## src/rtl/golden_nonce_uart_tx.sv

```systemverilog
// Golden nonce return path: small nonce FIFO feeding a UART 8N1 serialiser.
// Each 32-bit nonce leaves as 4 bytes, least significant byte first.
module golden_nonce_uart_tx #(
  parameter int CLKS_PER_BIT = 217,
  parameter int FIFO_LOG2    = 2
) (
  input  logic                 hash_clk,
  input  logic                 reset_n,
  input  logic                 nonce_valid,
  input  logic [31:0]          nonce_in,
  output logic                 uart_txd,
  output logic                 busy,
  output logic [FIFO_LOG2:0]   fifo_level,
  output logic                 overflow
);

  localparam int DEPTH = 1 << FIFO_LOG2;
  localparam int BW    = $clog2(CLKS_PER_BIT);
  localparam logic [BW-1:0] BAUD_MAX = BW'(CLKS_PER_BIT - 1);

  typedef enum logic [1:0] {
    IDLE,
    START,
    DATA,
    STOP
  } state_e;

  state_e               state_q, state_d;
  logic [31:0]          mem_q [DEPTH];
  logic [31:0]          mem_d [DEPTH];
  logic [FIFO_LOG2:0]   wr_q, wr_d;
  logic [FIFO_LOG2:0]   rd_q, rd_d;
  logic [31:0]          shift_q, shift_d;
  logic [BW-1:0]        baud_q, baud_d;
  logic [2:0]           bit_q, bit_d;
  logic [1:0]           byte_q, byte_d;
  logic                 txd_q, txd_d;
  logic                 ovf_q, ovf_d;

  logic empty;
  logic full;
  logic pop;
  logic push;

  assign empty = (wr_q == rd_q);
  assign full  = (wr_q[FIFO_LOG2] != rd_q[FIFO_LOG2]) &&
                 (wr_q[FIFO_LOG2-1:0] == rd_q[FIFO_LOG2-1:0]);
  assign pop   = (state_q == IDLE) && !empty;
  // A full FIFO still takes a word when the head leaves on the same edge
  assign push  = nonce_valid && (!full || pop);

  always_comb begin
    mem_d = mem_q;
    wr_d  = wr_q;
    rd_d  = rd_q;
    ovf_d = ovf_q;
    if (push) begin
      mem_d[wr_q[FIFO_LOG2-1:0]] = nonce_in;
      wr_d = wr_q + 1'b1;
    end
    if (pop) begin
      rd_d = rd_q + 1'b1;
    end
    if (nonce_valid && !push) begin
      ovf_d = 1'b1;
    end
  end

  always_comb begin
    state_d = state_q;
    shift_d = shift_q;
    baud_d  = baud_q;
    bit_d   = bit_q;
    byte_d  = byte_q;
    txd_d   = txd_q;
    unique case (state_q)
      IDLE: begin
        txd_d = 1'b1;
        if (!empty) begin
          shift_d = mem_q[rd_q[FIFO_LOG2-1:0]];
          byte_d  = 2'd0;
          baud_d  = '0;
          state_d = START;
          txd_d   = 1'b0;
        end
      end
      START: begin
        if (baud_q == BAUD_MAX) begin
          baud_d  = '0;
          bit_d   = 3'd0;
          state_d = DATA;
          txd_d   = shift_q[0];
        end else begin
          baud_d = baud_q + BW'(1);
          txd_d  = 1'b0;
        end
      end
      DATA: begin
        if (baud_q == BAUD_MAX) begin
          baud_d  = '0;
          shift_d = {1'b0, shift_q[31:1]};
          if (bit_q == 3'd7) begin
            state_d = STOP;
            txd_d   = 1'b1;
          end else begin
            bit_d = bit_q + 3'd1;
            txd_d = shift_q[1];
          end
        end else begin
          baud_d = baud_q + BW'(1);
          txd_d  = shift_q[0];
        end
      end
      STOP: begin
        if (baud_q == BAUD_MAX) begin
          baud_d = '0;
          if (byte_q == 2'd3) begin
            state_d = IDLE;
            txd_d   = 1'b1;
          end else begin
            byte_d  = byte_q + 2'd1;
            state_d = START;
            txd_d   = 1'b0;
          end
        end else begin
          baud_d = baud_q + BW'(1);
          txd_d  = 1'b1;
        end
      end
      default: begin
        state_d = IDLE;
        txd_d   = 1'b1;
      end
    endcase
  end

  always_ff @(posedge hash_clk or negedge reset_n) begin
    if (!reset_n) begin
      state_q <= IDLE;
      for (int i = 0; i < DEPTH; i++) begin
        mem_q[i] <= '0;
      end
      wr_q    <= '0;
      rd_q    <= '0;
      shift_q <= '0;
      baud_q  <= '0;
      bit_q   <= '0;
      byte_q  <= '0;
      txd_q   <= 1'b1;
      ovf_q   <= 1'b0;
    end else begin
      state_q <= state_d;
      mem_q   <= mem_d;
      wr_q    <= wr_d;
      rd_q    <= rd_d;
      shift_q <= shift_d;
      baud_q  <= baud_d;
      bit_q   <= bit_d;
      byte_q  <= byte_d;
      txd_q   <= txd_d;
      ovf_q   <= ovf_d;
    end
  end

  assign uart_txd   = txd_q;
  assign busy       = (state_q != IDLE) || !empty;
  assign fifo_level = wr_q - rd_q;
  assign overflow   = ovf_q;

endmodule
```

## config.mk

```make
export PLATFORM = sky130hd
export DESIGN_NAME = golden_nonce_uart_tx
export DESIGN_NICKNAME = d
export VERILOG_FILES = /design/src/rtl/golden_nonce_uart_tx.sv
export SDC_FILE = /design/constraint.sdc
export NUM_CORES = 1
export LEC_CHECK = 0
export BUFFER_PORTS_ARGS = -buffer_cell sky130_fd_sc_hd__buf_2
export CORE_ASPECT_RATIO = 1.1
export CORE_MARGIN = 5
export CORE_UTILIZATION = 29
export CTS_CLUSTER_DIAMETER = 150
export CTS_CLUSTER_SIZE = 30
export DETAILED_ROUTE_END_ITERATION = 12
export GPL_TIMING_DRIVEN = 0
export REMOVE_ABC_BUFFERS = 1
export SLEW_MARGIN = 20
export SYNTH_ARGS = -nofsm -noshare
export SYNTH_HDL_FRONTEND = slang
export SYNTH_SLANG_ARGS = --single-unit
```

## constraint.sdc

```tcl
create_clock -name hash_clk -period 4.5 [get_ports hash_clk]
set_clock_uncertainty 0.1 [all_clocks]
set_input_delay 0.675 -clock hash_clk [delete_from_list [all_inputs] [get_ports hash_clk]]
set_output_delay 0.675 -clock hash_clk [all_outputs]
set_load 0.01 [all_outputs]
```

==> results of run 1 <==
==> area by class of cell <==
type / instances / share of cell area (%)
Sequential cell: 183 / 46.5
Multi-Input combinational cell: 404 / 39.0
Tap cell: 374 / 4.74
Clock buffer: 19 / 4.59
Timing Repair Buffer: 45 / 3.30
Clock inverter: 13 / 1.36
Inverter: 13 / 0.507
==> path summary, 6_finish.rpt <==
| check | start | to | slack, ns |
|---|---|---|---|
| setup / recovery | rd_q[1]$_DFFE_PN0P_ | busy | 1.13 |
| hold / removal | reset_n | baud_q[4]$_DFFE_PN0P_ | 0.15 |
| setup reg to reg | state_q[0]$_DFFE_PN0P_ | shift_q[30]$_DFFE_PN0P_ | 1.27 |
| hold reg to reg | overflow$_DFFE_PN0P_ | overflow$_DFFE_PN0P_ | 0.36 |
| max in group asynchronous | reset_n | mem_q[86]$_DFFE_PN0P_ | 3.23 |
| min in group hash_clk | overflow$_DFFE_PN0P_ | overflow$_DFFE_PN0P_ | 0.36 |
==> layout by cell type (no fill, tap or decap), types with 2 or more instances in the layout <==
| cell | count |
|---|---|
| mux2_4 | 10 |
| nand2_8 | 4 |
| inv_8 | 3 |
| o22a_1 | 2 |
| nor2_1 | 7 |
| a41oi_1 | 2 |
| a21o_1 | 4 |
| dfrtp_1 | 180 |
| mux2_1 | 11 |
| nor3_1 | 3 |
| mux2_2 | 140 |
| clkbuf_8 | 2 |
| buf_16 | 4 |
| a21oi_1 | 4 |
| ha_1 | 16 |
| clkbuf_16 | 17 |
| inv_1 | 11 |
| clkinvlp_4 | 2 |
| nand2_1 | 107 |
| nand2b_1 | 2 |
| mux4_2 | 32 |
| clkinv_8 | 2 |
| xnor2_1 | 4 |
| nand3_1 | 6 |
| a22o_1 | 8 |
| buf_2 | 40 |
| o21ai_0 | 17 |
| o221ai_1 | 2 |
| inv_6 | 3 |
| and3_1 | 4 |
| clkinv_4 | 3 |
==> power breakdown <==
group          internal [uW]  leakage (uW)  switching, uW
logic                    955       0.00181            586
clock network            765      0.000282            691
registers               2250       0.00225            271
==> stage by stage <==
stage               TNS (ns)  instance area, um^2  std cells  worst slack [ns]
finish                     0                 9860       1051              1.13
global route               0                 9860       1051             0.897
CTS                        0                 9860       1051              1.07
detailed placement         0                 9280       1019              1.19
global placement      -87.37                 9140       1014            -0.471
floorplan                  0                 8470        600             0.911
==> state kept, by name (all words and copies together), names as in the netlist <==
name,flops
uart_txd,1
baud_q,8
shift_q,32
overflow,1
bit_q,3
state_q,2
byte_q,2
rd_q,3
mem_q,128
wr_q,3
==> layer usage <==
layer | global-route usage [%] | routed length [um] | up-vias
li1 | - | - | 2330
met1 | 13.6 | 7630 | 2545
met2 | 17.0 | 8160 | 64
met3 | 2.66 | 606 | 17
met4 | 2.43 | 141 | 2
met5 | 0 | 12 | -
==> kinds of logic (layout without fill, tap and decap cells) <==
group / count (synthesis) / count (layout) / share of synthesized area, %
DFF: 183 / 183 / 52.4
AOI/OAI and AO/OA: 46 / 46 / 3.65
xor gates and xnor gates: 6 / 6 / 0.687
buffers and inverters: 49 / 90 / 3.71
adders and majority gates: 18 / 18 / 2.66
muxes: 193 / 193 / 29.4
and+or+nand+nor: 141 / 141 / 7.50
==> worst max-delay path: stages (launching register included) <==
cell and delay [ns]:
dfrtp_2 0.75, inv_1 0.13, ha_1 0.34, and4_1 0.57
inv_2 0.18, buf_2 0.19
==> metrics.md, run 1 <==
| Metric | Value |
|---|---|
| Initial core utilization | `29.5%` |
| Measured slew at the worst slew-check pin | `0.882 ns` |
| Netlist cell types | `48` |
| Layout cells sized above 1 | `40.6%` |
| Vias in the first global route | `5,095` |
| Chip height | `192 um` |
| Number of detailed-route iterations in the first pass | `4` |
| Hold_ws | `0.154 ns` |
| GRT overflow | `0` |
| Remaining antenna violation count after routing | `0` |
| # fillers | `2,907` |
| Critical Path Fanout Max | `19` |
| Vias/cell | `4.72` |
| Die Wd | `176 um` |
| Worst-path clk slew | `0.07 ns` |
| CP startpoint kind | `flip-flop` |
| Clock latency on the worst-skew pair | `0.43 ns` |
| Routability cong. | `0.716` |
| Cts hold-fix bufs | `0` |
| Worst Reg-to-Reg Cells | `7` |
| Final WL | `16.6 mm` |
| Count leader, synth | `dfrtp_1` |
| Hold WC Path Type | `in -> async` |
| Total CTS buffers | `17` |
| Post-Syn Instances | `636` |
| Synth cell count leaders | `dfrtp_1 (182), mux2_2 (140), nand2_1 (107), mux4_2 (32)` |
| Top cells by area, synth | `dfrtp_1 (52%), mux2_2 (18%), mux4_2 (8.2%)` |
| Peak VDD IR | `0.253 mV` |
| Leakage | `0.00435 uW` |
| Clock Path Buffers | `2` |
| Vias | `4,958` |
| Register area | `4590 um^2` |
| Tmin final | `3.37 ns` |
| Fmax | `0.297 GHz` |
| Clk root buf | `clkbuf_16` |
| Fin crit share | `74.8%` |
| Final core occ | `33.3%` |
| Yosys reg bits | `183` |
| Layout area overhead | `12.8%` |
| Antenna Cells | `0` |
| CTS tree | `built` |
| Worst EP arrival | `2.59 ns` |
| First-pass GRT wire length | `27.5 mm` |
| Synth Flop Type | `dfrtp_1` |
| Endpoints failing setup | `0` |
| WP data required | `3.72 ns` |
| Largest net degree at the start of global routing | `99` |
| Power Total | `5520 uW` |
| Port Buf Inserts | `40` |
| Core Region | `29,600 um^2` |
| Leading area contributor after synthesis | `dfrtp_1` |
| Relative slew slack | `41.2%` |
| 1st-iter DRT viols | `202` |
| Clock sink total | `183` |
| Rows | `66` |
| Max Slew Vio Count | `0` |
| Cell Area, Synth | `8740 um^2` |
| Max_cap viols | `0` |
| Top Ports | `41` |
| Final Hold Vio Count | `0` |
| Post-synth top area share | `52.1%` |
| Synth Warn # | `0` |
| Outcome | `finished, final reports clean` |
| CTS resizes | `0` |
| Area of the multi-input gates | `3850 um^2` |
| GRT Total Usage | `10.3%` |
| HPWL Detailed | `10.3 mm` |
| Crit end category | `primary output` |
| Routed length per instance | `15.7 um` |
| Mean Syn Cell Area | `13.7 um^2` |
| Total Die Area | `33,700 um^2` |
| Htree depth | `4` |
| Kind of critical path | `reg -> out` |
| Post-layout nets | `717` |
| Seq/Total Area, Yosys | `52.4%` |
| Async S/R FF share, synth | `100%` |
| DRC | `0` |
| Initial antenna violation count | `1` |
| PwrDens | `560 nW/um^2` |
| Setup Fix Bufs, Post-CTS | `0` |
| Number of enable flip-flop cells after synthesis | `0` |
| RSZ-0062 raised after global routing | `no` |
Power figures use the tool's default switching activity.
==> run 2: changes to the inputs <==
--- a/config.mk
+++ b/config.mk
@@ -5,6 +5,7 @@
 export SDC_FILE = /design/constraint.sdc
 export NUM_CORES = 1
 export LEC_CHECK = 0
+export ABC_AREA = 1
 export BUFFER_PORTS_ARGS = -buffer_cell sky130_fd_sc_hd__buf_2
 export CORE_ASPECT_RATIO = 1.1
 export CORE_MARGIN = 5
==> constraint.sdc (replaced) <==
create_clock -name hash_clk -period 3 [get_ports hash_clk]
set_clock_uncertainty 0.1 [all_clocks]
set_input_delay 0.45 -clock hash_clk [delete_from_list [all_inputs] [get_ports hash_clk]]
set_output_delay 0.45 -clock hash_clk [all_outputs]
set_load 0.01 [all_outputs]
==> run 2 against run 1 <==
  * Sequential power increased by 44%
  * Die area increased by 4.3%
  * Clock power increased by 66%
  * Design area increased by 7.7%
  * Via count increased by 57%
  * Core utilization increased by 0.75 points
  * Worst setup slack got worse by 0.96 ns
  * Sequential cell count unchanged
  * Synthesized cell count increased by 88%
  * Routed wire length increased by 54%
  * Synthesized area increased by 4.6%
  * Total power increased by 56%
  * Critical path type is now reg -> reg
==> metrics.md, run 2 <==
| Metric | Value |
|---|---|
| Port Buf Inserts | `40` |
| Layout area overhead | `16.2%` |
| Async S/R FF share, synth | `100%` |
| Initial core utilization | `29.3%` |
| Power Total | `8610 uW` |
| Rows | `68` |
| Max FFs per register | `128` |
| Clock latency on the worst-skew pair | `0.44 ns` |
| Top cells by area, synth | `dfrtp_1 (50%), nand2_1 (24%), nand3_1 (7.7%)` |
| WP data required | `3.27 ns` |
| Regs by FF count | `mem_q x128, shift_q x32, baud_q x8` |
| CP startpoint kind | `flip-flop` |
| Final WL | `25.4 mm` |
| Outcome | `finished, final reports clean` |
| Layout cells sized above 1 | `10.5%` |
| Worst Reg-to-Reg Cells | `10` |
| Final std cells w/o fill | `1,646` |
| First-pass GRT wire length | `42.5 mm` |
| Chip height | `196 um` |
| GRT overflow | `0` |
| Number of detailed-route iterations in the first pass | `5` |
| Clock network power share | `28.1%` |
| Hold_ws | `0.149 ns` |
| Fin crit share | `94.1%` |
| Yosys reg bits | `183` |
| Cell Area, Synth | `9140 um^2` |
| Top Ports | `41` |
| Vias/cell | `4.72` |
| Vias | `7,775` |
| Total CTS buffers | `17` |
| Flop pwr share | `42.4%` |
| Number of enable flip-flop cells after synthesis | `0` |
| Clk root buf | `clkbuf_16` |
| Final Hold Vio Count | `0` |
| CTS tree | `built` |
| Final core occ | `34.0%` |
| PwrDens | `810 nW/um^2` |
| Switching part of the total | `35.6%` |
| # fillers | `3,308` |
| Clock Path Buffers | `2` |
| Synth cell count leaders | `nand2_1 (579), dfrtp_1 (182), nand3_1 (140), o21ai_0 (108), inv_1 (33)` |
| Largest net degree at the start of global routing | `83` |
| Leading area contributor after synthesis | `dfrtp_1` |
| Post-layout nets | `1,265` |
| Commonest non-fill, non-tap cell in the layout | `nand2_1` |
| Area of the multi-input gates | `4100 um^2` |
| Netlist cell types | `31` |
| DP Cell Count | `1,590` |
| Measured slew at the worst slew-check pin | `0.815 ns` |
| Vias in the first global route | `7,860` |
| Reg2reg start | `rd_q[1]$_DFFE_PN0P_` |
| Hold path startpoint | `nonce_in[7]` |
| Seq/Total Area, Yosys | `50.1%` |
| 1st-iter DRT viols | `642` |
| Peak VDD IR | `0.386 mV` |
| Htree depth | `4` |
| Crit end category | `flip-flop` |
| Register area | `4590 um^2` |
| Sw Pwr | `3060 uW` |
| Kind of critical path | `reg -> reg` |
| RSZ-0062 raised after global routing | `yes` |
| Endpoints failing setup | `0` |
| Comb power frac | `29.5%` |
| Core Region | `31,200 um^2` |
| Remaining antenna violation count after routing | `0` |
| Synth Flop Type | `dfrtp_1` |
| Largest reg by FF count | `mem_q` |
| Post-synth top area share | `49.8%` |
| Clock sink total | `183` |
| Die Wd | `179 um` |
| Hold Path Depth | `3` |
| Hold WC Path Type | `in -> reg` |
| Critical Path Fanout Max | `34` |
| Fmax | `0.354 GHz` |
| Critical path startpoint | `rd_q[1]$_DFFE_PN0P_` |
| Synth Warn # | `0` |
| Most frequent cells in the layout | `nand2_1 (579), dfrtp_1 (180), nand3_1 (140)` |
| Post-Syn Instances | `1,194` |
| Relative slew slack | `45.6%` |
| Initial antenna violation count | `2` |
| Mean Syn Cell Area | `7.66 um^2` |
| Leakage | `0.00541 uW` |
| Total Die Area | `35,200 um^2` |
| Routed length per instance | `15.5 um` |
| GRT Total Usage | `15.2%` |
| Worst-path clk slew | `0.07 ns` |
| Routability cong. | `0.765` |
| Internal | `5550 uW` |
| DRC | `0` |
| Count leader, synth | `nand2_1` |
| Tmin final | `2.82 ns` |
| Max_cap viols | `0` |
| HPWL Detailed | `13.8 mm` |
| Worst EP arrival | `3.09 ns` |
| Max Slew Vio Count | `0` |
## run 2: changes by cell type in the layout (fill, tap and decap cells not counted), moves of 5 or more
| cell | previous run | this run |
|---|---|---|
| buf_12 | 0 | 5 |
| nand2_1 | 107 | 579 |
| a21oi_1 | 4 | 14 |
| nor2_1 | 7 | 15 |
| nand3_1 | 6 | 140 |
| mux2_4 | 10 | 0 |
| mux2_2 | 140 | 0 |
| o21ai_0 | 17 | 108 |
| inv_2 | 1 | 6 |
| buf_4 | 0 | 15 |
| inv_1 | 11 | 28 |
| mux2_1 | 11 | 0 |
| a22o_1 | 8 | 0 |
| mux4_2 | 32 | 0 |
## run 2: power groups by stage
| stage | registers, uW | logic (uW) | clock network (uW) |
|---|---|---|---|
| CTS | 3650 | 2550 | 2470 |
| global placement | 3670 | 2240 | 0 |
| global route | 3750 | 2940 | 2570 |
| finish | 3650 | 2540 | 2420 |
| floorplan | 3610 | 1590 | 0 |
| detailed placement | 3700 | 2340 | 0 |
## run 2: timing repair
item                                    CTS  global route
endpoints found under the setup margin  162           115
gates resized for setup                  13             6
buffers inserted                         18             0
pin swaps                                 7             1
hold buffers                              1             0
cloned                                    4             0
endpoints found under the hold margin    51             0
## run 2: per-layer routing
metal	vias up	part of all wire, %	global-route usage (%)
li1	3831	-	-
met1	3728	47	21.1
met5	-	0.051	0
met3	26	5.2	2.81
met2	188	47	24.2
met4	2	1.4	4.29
## run 2: path summary, 6_finish.rpt
| check | endpoint | slack (ns) |
|---|---|---|
| min reg2reg | overflow$_DFFE_PN0P_ | 0.37 |
| min | mem_q[7]$_DFFE_PN0P_ | 0.15 |
| max | mem_q[31]$_DFFE_PN0P_ | 0.18 |
| min in group asynchronous | wr_q[1]$_DFFE_PN0P_ | 0.43 |
| max in group asynchronous | mem_q[84]$_DFFE_PN0P_ | 1.33 |
| max reg2reg | mem_q[31]$_DFFE_PN0P_ | 0.18 |
## run 2: cell type report
type	count	area share, %
multi-input combinational	903	38.6
tap	420	4.95
clock inverter	11	1.51
sequential	183	43.2
antenna	1	0.0236
inverter	38	1.79
timing repair buffer	69	5.57
clock buffer	21	4.34
## run 2: stage by stage
step | setup slack [ns] | TNS [ns] | cell area, um^2
after detailed placement | -1.32 | -127.75 | 9680
final | 0.176 | 0 | 10600
after CTS | 0.0473 | 0 | 10600
after floorplan | -1.31 | -109.63 | 8730
after global placement | -4.11 | -892.23 | 9460
after global routing | -0.00571 | -0.0100 | 10600
## run 2: critical path, cell delays in order, from the launching register on
cell and delay (ns):
dfrtp_4 0.61, buf_16 0.23, inv_16 0.15, ha_1 0.26, nand2_1 0.10, inv_1 0.09, nand3_4 0.14, nand3_4 0.54
clkinv_16 0.34, nand2_1 0.08, nand2_1 0.07
## run 2: kinds of logic (layout without fill, tap and decap cells)
family	Yosys count	after routing	synth area share [%]
adders and majority gates	18	18	2.55
other	0	1	0
AOI/OAI and AO/OA	125	126	7.02
muxes	1	1	0.109
xor gates and xnor gates	5	5	0.479
DFF	183	183	50.1
and+or+nand+nor	750	753	33.7
buffers and inverters	112	139	6.08
==> run 3: changes to the inputs <==
==> constraint.sdc (replaced) <==
create_clock -name hash_clk -period 3.05 [get_ports hash_clk]
set_clock_uncertainty 0.1 [all_clocks]
set_input_delay 0.4575 -clock hash_clk [delete_from_list [all_inputs] [get_ports hash_clk]]
set_output_delay 0.4575 -clock hash_clk [all_outputs]
set_load 0.01 [all_outputs]
==> run 3 against run 2 <==
  * Global-route usage stayed put
  * Cell count is 0.12% higher
  * Worst setup slack better by 0.13 ns
  * Critical endpoint is now mem_q[65]$_DFFE_PN0P_
  * Largest power group unchanged
==> metrics.md, run 3 (synthesized netlist as in run 2, its figures left out) <==
| Metric | Value |
|---|---|
| Max Slew Vio Count | `0` |
| Vias/cell | `4.79` |
| Clock latency on the worst-skew pair | `0.44 ns` |
| Comb power frac | `29.9%` |
| Final WS setup | `0.311 ns` |
| Hold WC Path Type | `in -> reg` |
| Internal | `5450 uW` |
| Most frequent cells in the layout | `nand2_1 (579), dfrtp_1 (180), nand3_1 (140)` |
| Core Region | `31,200 um^2` |
| Crit end category | `flip-flop` |
| Final Hold Vio Count | `0` |
| Vias in the first global route | `7,859` |
| GRT Total Usage | `15.2%` |
| Routability cong. | `0.765` |
| Max FFs per register | `128` |
| # fillers | `3,315` |
| Remaining antenna violation count after routing | `0` |
| Peak VDD IR | `0.384 mV` |
| Max_cap viols | `0` |
| Largest reg by FF count | `mem_q` |
| Fin crit share | `89.8%` |
| Kind of critical path | `reg -> reg` |
| Port Buf Inserts | `40` |
| Clock sink total | `183` |
| Measured slew at the worst slew-check pin | `0.842 ns` |
| Clock network power share | `27.9%` |
| Switching part of the total | `36.0%` |
| Flop pwr share | `42.1%` |
| Critical Path Fanout Max | `62` |
| Initial antenna violation count | `2` |
| Relative slew slack | `43.8%` |
| Regs by FF count | `mem_q x128, shift_q x32, baud_q x8` |
| Hold_ws | `0.153 ns` |
| Power Total | `8510 uW` |
| Htree depth | `4` |
| Total CTS buffers | `17` |
| Top Ports | `41` |
| CTS tree | `built` |
| Setup tns final | `0 ns` |
| Clock Path Buffers | `2` |
| Layout cells sized above 1 | `10.7%` |
| Layout area overhead | `16.2%` |
| GRT overflow | `0` |
| Fmax | `0.365 GHz` |
| Post-layout nets | `1,267` |
| Vias | `7,902` |
| 1st-iter DRT viols | `676` |
| DRC | `0` |
| Worst EP arrival | `3.01 ns` |
| Rows | `68` |
| Sw Pwr | `3070 uW` |
| Largest net degree at the start of global routing | `83` |
| PwrDens | `802 nW/um^2` |
| Chip height | `196 um` |
| Place WS | `-1.27 ns` |
| Total Die Area | `35,200 um^2` |
| Clk root buf | `clkbuf_16` |
| Routed length per instance | `16.1 um` |
| HPWL Detailed | `13.8 mm` |
| Leakage | `0.00541 uW` |
| Final core occ | `34.0%` |
| Die Wd | `179 um` |
| Initial core utilization | `29.3%` |
| RSZ-0062 raised after global routing | `no` |
| Outcome | `finished, final reports clean` |
| Number of detailed-route iterations in the first pass | `8` |
| Commonest non-fill, non-tap cell in the layout | `nand2_1` |
| CP startpoint kind | `flip-flop` |
| Final WL | `26.5 mm` |
| Tmin final | `2.74 ns` |
| WP data required | `3.32 ns` |
| Endpoints failing setup | `0` |
| First-pass GRT wire length | `42.5 mm` |
| Worst-path clk slew | `0.07 ns` |
## run 3: cell types whose count changed in the layout (fill, tap and decap cells not counted)
cell,previous run,this run
clkinv_16,1,0
nand3_2,0,1
inv_16,1,0
inv_12,0,1
nand2_4,1,2
nand2_8,1,2
inv_8,2,3
buf_12,5,4
## run 3: path summary, 6_finish.rpt
kind	startpoint	endpoint	slack (ns)	depth (start not counted)
max	rd_q[1]$_DFFE_PN0P_	mem_q[65]$_DFFE_PN0P_	0.31	11
min	nonce_in[7]	mem_q[7]$_DFFE_PN0P_	0.15	3
max reg2reg	rd_q[1]$_DFFE_PN0P_	mem_q[65]$_DFFE_PN0P_	0.31	11
min reg2reg	overflow$_DFFE_PN0P_	overflow$_DFFE_PN0P_	0.37	1
max in group asynchronous	reset_n	mem_q[84]$_DFFE_PN0P_	1.37	4
min in group asynchronous	reset_n	wr_q[1]$_DFFE_PN0P_	0.44	2
## run 3: timing repair
item / CTS / global route
pin swaps: 7 / 3
resized for setup: 11 / 6
hold endpoints to repair: 51 / 0
endpoints found under the setup margin: 162 / 139
cloned: 4 / 3
hold buffers: 1 / 0
buffers inserted: 16 / 1
## run 3: power groups by stage
stage               Sequential, uW  Combinational (uW)  Clock [uW]
floorplan                     3550                1570           0
global placement              3610                2200           0
detailed placement            3640                2300           0
CTS                           3590                2490        2430
global route                  3690                2930        2520
finish                        3590                2550        2380
## run 3: per-stage QoR
stage / cells / cell area (um^2)
after floorplan: 1120 / 8730
final: 1648 / 10600
after global routing: 1648 / 10600
after detailed placement: 1590 / 9680
after CTS: 1643 / 10500
after global placement: 1580 / 9460
## run 3: area by class of cell
cell class / instances / area [um^2] / share of cell area, %
well taps: 420 / 526 / 4.95
diodes: 1 / 2.50 / 0.0236
flip-flops and latches: 183 / 4590 / 43.2
inverters: 38 / 168 / 1.58
clock buffers: 21 / 460 / 4.34
repair buffers: 68 / 572 / 5.38
clock inverters: 11 / 160 / 1.51
multi-input cells: 906 / 4140 / 39.0
## run 3: layer usage
layer / GRT usage, % / part of all wire [%]
met1: 21.1 / 45
met2: 24.2 / 47
met3: 2.81 / 6.2
met4: 4.29 / 1.3
met5: 0 / 0.053
## run 3: critical path, stage by stage, from the launching register on
cell	delay, ns
dfrtp_4	0.50
buf_16	0.18
inv_8	0.21
ha_1	0.29
nand2_1	0.10
inv_1	0.09
nand3_4	0.23
nand2_8	0.14
buf_16	0.25
nor2_8	0.34
nand2_1	0.10
nand2_1	0.09
